## src/rtl/div_ctrl_pkg.sv

```systemverilog
// div_ctrl_pkg: shared state encoding and width for the divider sequencer
package div_ctrl_pkg;
  localparam int DIV_N_BITS = 8;
  typedef enum logic [2:0] {IDLE, LOAD, SHIFT, ADDSUB, FIX, DONE} div_state_t;
endpackage

```

## src/rtl/div_seq_fsm.sv

```systemverilog
// div_seq_fsm: state register, next-state logic and datapath strobe decode
module div_seq_fsm
  import div_ctrl_pkg::*;
(
  input  logic       clk,
  input  logic       reset,
  input  logic       start,
  input  logic       div_zero,
  input  logic       iter_first,
  input  logic       iter_last,
  input  logic       sign_q,
  input  logic       rem_sign,
  input  logic       result_ready,
  output div_state_t state,
  output div_state_t state_next,
  output logic       load,
  output logic       shift_en,
  output logic       add_en,
  output logic       sub_en,
  output logic       final_add,
  output logic       count_en
);
  always_ff @(posedge clk or posedge reset)
    if (reset) state <= IDLE;
    else state <= state_next;
  always_comb begin
    state_next = state;
    case (state)
      IDLE:    state_next = start ? (div_zero ? DONE : LOAD) : IDLE;
      LOAD:    state_next = SHIFT;
      SHIFT:   state_next = ADDSUB;
      ADDSUB:  state_next = iter_last ? FIX : SHIFT;
      FIX:     state_next = DONE;
      DONE:    state_next = result_ready ? IDLE : DONE;
      default: state_next = IDLE;
    endcase
  end
  // the first iteration always subtracts; afterwards the pre-shift sign picks add or sub
  assign load      = state == LOAD;
  assign shift_en  = state == SHIFT;
  assign count_en  = state == ADDSUB;
  assign sub_en    = count_en && (iter_first || !sign_q);
  assign add_en    = count_en && !iter_first && sign_q;
  assign final_add = (state == FIX) && rem_sign;
endmodule

```

## src/rtl/div_seq_ctrl.sv

```systemverilog
// div_seq_ctrl: sequencer for the non-restoring divider datapath
// owns operand latches, iteration count, sampled sign and result flags
module div_seq_ctrl
  import div_ctrl_pkg::*;
#(
  parameter  int N_BITS = DIV_N_BITS,
  localparam int ITER_W = $clog2(N_BITS)
) (
  input  logic              clk,
  input  logic              reset,
  input  logic              start,
  output logic              start_ready,
  input  logic [N_BITS-1:0] dividend_in,
  input  logic [N_BITS-1:0] divisor_in,
  output logic [N_BITS-1:0] dividend_q,
  output logic [N_BITS-1:0] divisor_q,
  input  logic              rem_sign,
  output logic              load,
  output logic              shift_en,
  output logic              add_en,
  output logic              sub_en,
  output logic              final_add,
  output logic              count_en,
  output logic              busy,
  output logic              result_valid,
  input  logic              result_ready,
  output logic              div_by_zero
);
  div_state_t        state, state_next;
  logic [ITER_W-1:0] iter;
  logic              sign_q, iter_first, iter_last, div_zero;
  assign div_zero    = divisor_in == '0;
  assign iter_first  = iter == '0;
  assign iter_last   = iter == ITER_W'(N_BITS - 1);
  assign start_ready = state == IDLE;
  assign busy        = state inside {LOAD, SHIFT, ADDSUB, FIX};
  div_seq_fsm u_fsm (
    .clk(clk), .reset(reset), .start(start), .div_zero(div_zero),
    .iter_first(iter_first), .iter_last(iter_last), .sign_q(sign_q),
    .rem_sign(rem_sign), .result_ready(result_ready),
    .state(state), .state_next(state_next),
    .load(load), .shift_en(shift_en), .add_en(add_en), .sub_en(sub_en),
    .final_add(final_add), .count_en(count_en)
  );
  always_ff @(posedge clk or posedge reset)
    if (reset) begin
      dividend_q   <= '0;
      divisor_q    <= '0;
      div_by_zero  <= 1'b0;
      iter         <= '0;
      sign_q       <= 1'b0;
      result_valid <= 1'b0;
    end else begin
      if (start_ready && start) begin
        dividend_q  <= dividend_in;
        divisor_q   <= divisor_in;
        div_by_zero <= div_zero;
      end
      if (load) iter <= '0;
      else if (count_en && !iter_last) iter <= iter + 1'b1;
      if (shift_en) sign_q <= rem_sign;
      result_valid <= state_next == DONE;
    end
endmodule
```

## config.mk

```make
export PLATFORM = sky130hd
export DESIGN_NAME = div_seq_ctrl
export DESIGN_NICKNAME = d
export VERILOG_FILES = /design/src/rtl/div_ctrl_pkg.sv /design/src/rtl/div_seq_fsm.sv /design/src/rtl/div_seq_ctrl.sv
export SDC_FILE = /design/constraint.sdc
export NUM_CORES = 1
export LEC_CHECK = 0
export BUFFER_PORTS_ARGS = -buffer_cell sky130_fd_sc_hd__buf_2
export CAP_MARGIN = 0
export CELL_PAD_IN_SITES_DETAIL_PLACEMENT = 1
export CELL_PAD_IN_SITES_GLOBAL_PLACEMENT = 1
export CORE_AREA = 2 2 68 57
export CTS_CLUSTER_DIAMETER = 50
export CTS_CLUSTER_SIZE = 25
export DETAILED_ROUTE_END_ITERATION = 16
export DIE_AREA = 0 0 70 59
export PLACE_DENSITY_LB_ADDON = 0.2
export SLEW_MARGIN = 30
export SYNTH_ARGS = -nofsm -noshare
export SYNTH_HDL_FRONTEND = slang
export SYNTH_HIERARCHICAL = 1
export SYNTH_SLANG_ARGS = --single-unit
```

## constraint.sdc

```tcl
create_clock -name clk -period 2 [get_ports clk]
set_clock_uncertainty 0.05 [all_clocks]
set_input_delay 0.4 -clock clk [delete_from_list [all_inputs] [get_ports clk]]
set_output_delay 0.4 -clock clk [all_outputs]
set_load 0.03 [all_outputs]
```

==> flow_metrics.env <==
export IMPL_setup_violations_final=0
export IMPL_wl_mm=2.58
export IMPL_max_slew_margin_rel=0.776
export IMPL_path_class="reg2out"
export IMPL_vias_per_cell=4.63
export IMPL_layout_common_cells="buf_2, dfrtp_1, mux2_4, nor2_1, mux2_2"
export IMPL_cp_max_fo=10
export IMPL_fin_cells=180
export IMPL_cp_start_kind="flip-flop"
export IMPL_ant_nets=0
export IMPL_synth_cell_types=25
export IMPL_fin_crit_ns=1.89
export IMPL_clk_pin_slew_ns=0.08
export IMPL_worstPathArrival_ns=1.44
export IMPL_final_common_cell="buf_2"
export IMPL_area_growth_pct=26.3
export IMPL_num_antenna_cells=0
export IMPL_synth_edff_count=0
export IMPL_die_w_um=70
export IMPL_cts_buffer_depth=2
export IMPL_grt_start_max_net_pins=18
export IMPL_io_pins=47
export IMPL_antenna_found_initial=0
export IMPL_drv_cap=0
export IMPL_tns_ns=0
export IMPL_start_util=0.350
export IMPL_drive_gt1_frac=0.529
export IMPL_cp_buffers_inverters=1
export IMPL_cts_root_buffer="clkbuf_8"
export IMPL_synth_area_um2=1180
export IMPL_cellPowerDensity_nw_per_um2=1670
export IMPL_grt_usage=0.135
export IMPL_max_stage_delay_ns=0.49
export IMPL_drc=0
export IMPL_crit_family="flip-flops"
export IMPL_io_buffers=46
export IMPL_nNetsFinal=163
export IMPL_grt_pass1_vias=905
export IMPL_end_kind="primary output"
export IMPL_min_path_type="in2reg"
export IMPL_outcome="completed"
export IMPL_synth_cells=88
export IMPL_die_y_um=59
export IMPL_core_area_um2=3380
export IMPL_detail_route_wl_per_cell_um=14.3
export IMPL_synth_seq_cells=25
export IMPL_h_tree_depth=1
export IMPL_ys_warn_count=6
export IMPL_clkSinkCount=25
export IMPL_rsz0062_at_grt="no"
export IMPL_synth_async_sr_flop_share=1.00
export IMPL_std_cell_rows=19
export IMPL_ys_seq_area_frac=0.529
export IMPL_reg2reg_slack_ns=0.36
export IMPL_p_total_uw=2490
export IMPL_ir_worst_vdd_v=0.000754
export IMPL_cts_buffers_inserted=3
export IMPL_clk_latency_ns=0.26
export IMPL_grt_overflow=0
export IMPL_vias=833
export IMPL_synthesis_nets=112
export IMPL_drt_first_pass_iters=4
export IMPL_cp_required_ns=1.55
export IMPL_detail_route_iter0_violations=20
export IMPL_dieArea_um2=4130
export IMPL_power_leakage_uw=0.000769
export IMPL_place_inst=175
export IMPL_cts_tree="done"
export IMPL_finalCritPeriodShare=0.945
export IMPL_timing_final_hold_violations=0
export IMPL_gp_congestion=0.756
export IMPL_grt_pass1_wl_mm=4.35
export IMPL_synth_main_ff_cell="dfrtp_1"
export IMPL_tightest_slew_ns=0.336
export IMPL_clock_fmax_mhz=529
export IMPL_maxSlewViolCount=0
export IMPL_crit_chain="and3b_4 -> a21boi_2 -> buf_2"
export IMPL_slowest_stage="dfrtp_2"
export IMPL_synth_avg_cell_area_um2=13.4
export IMPL_hpwl_mm=2.02
metal layers:
layer / wire, um / up-vias / part of all wire / global-route usage
li1: - / 402 / - / -
met5: 0 / - / 0 / 0
met3: 181 / 2 / 0.070 / 0.0493
met2: 1270 / 25 / 0.49 / 0.239
met1: 1120 / 404 / 0.43 / 0.164
met4: 13 / 0 / 0.0050 / 0.0165
synthesized netlist by cell type, types with 2 or more instances:
cell type | number | share of area
buf_12 | 2 | 0.034
nor2b_1 | 2 | 0.011
dfrtp_1 | 25 | 0.53
mux2_2 | 7 | 0.067
and3_1 | 4 | 0.021
or4_1 | 2 | 0.013
nor2_1 | 9 | 0.029
mux2i_1 | 2 | 0.017
mux2_4 | 10 | 0.13
ha_1 | 3 | 0.032
inv_1 | 5 | 0.016
nand2_1 | 4 | 0.013
flip-flops by register name (all words and copies together) (netlist names):
signal	flops
iter	3
result_valid	1
sign_q	1
u_fsm/state	3
divisor_q	8
div_by_zero	1
dividend_q	8
report_power, final:
part | internal [uW] | switching [uW]
clock network | 142 | 148
registers | 730 | 170
logic | 528 | 774
total | 1400 | 1090
cell type report:
class | instances | area [um2]
timing repair buffer | 48 | 248
multi-input combinational | 56 | 503
sequential | 25 | 627
inverter | 5 | 18.8
clock buffer | 4 | 45.0
tap | 42 | 52.6
fill | 392 | 1880
logic make-up (layout without fill, tap and decap cells):
family,count (synthesis),count (layout),synth area share
compound gates,5,5,0.0339
xor+xnor,1,1,0.00741
fa+ha+maj,3,3,0.0317
buf+inv,7,57,0.0497
flops,25,25,0.529
mux,20,20,0.220
simple gates,27,27,0.128
what timing repair did:
| item | in CTS | in global routing |
|---|---|---|
| buffers inserted | 0 | 0 |
| hold endpoints to repair | 3 | 0 |
| hold buffers | 1 | 0 |
| gates resized for setup | 1 | 1 |
| setup endpoints to repair | 1 | 2 |
stage by stage:
step	util	worst slack, ns	area (um2)	hold slack [ns]
final	0.443	0.111	1490	0.315
after global routing	0.443	0.0271	1490	0.306
after CTS	0.442	0.0457	1490	0.306
after detailed placement	0.424	0.191	1430	0.234
after global placement	0.424	0.241	1430	0.231
after floorplan	-	0.0631	1180	0.104
worst paths after layout:
| path | startpoint | to | cells after the start |
|---|---|---|---|
| max | u_fsm/state[2] | sub_en | 3 |
| min | dividend_in[4] | dividend_q[4] | 2 |
| max reg2reg | u_fsm/state[0] | divisor_q[7] | 3 |
| min reg2reg | div_by_zero | div_by_zero | 1 |
| max in group asynchronous | reset | dividend_q[2] | 4 |
| min in group asynchronous | reset | u_fsm/state[1] | 3 |
Power figures use the tool's default switching activity.
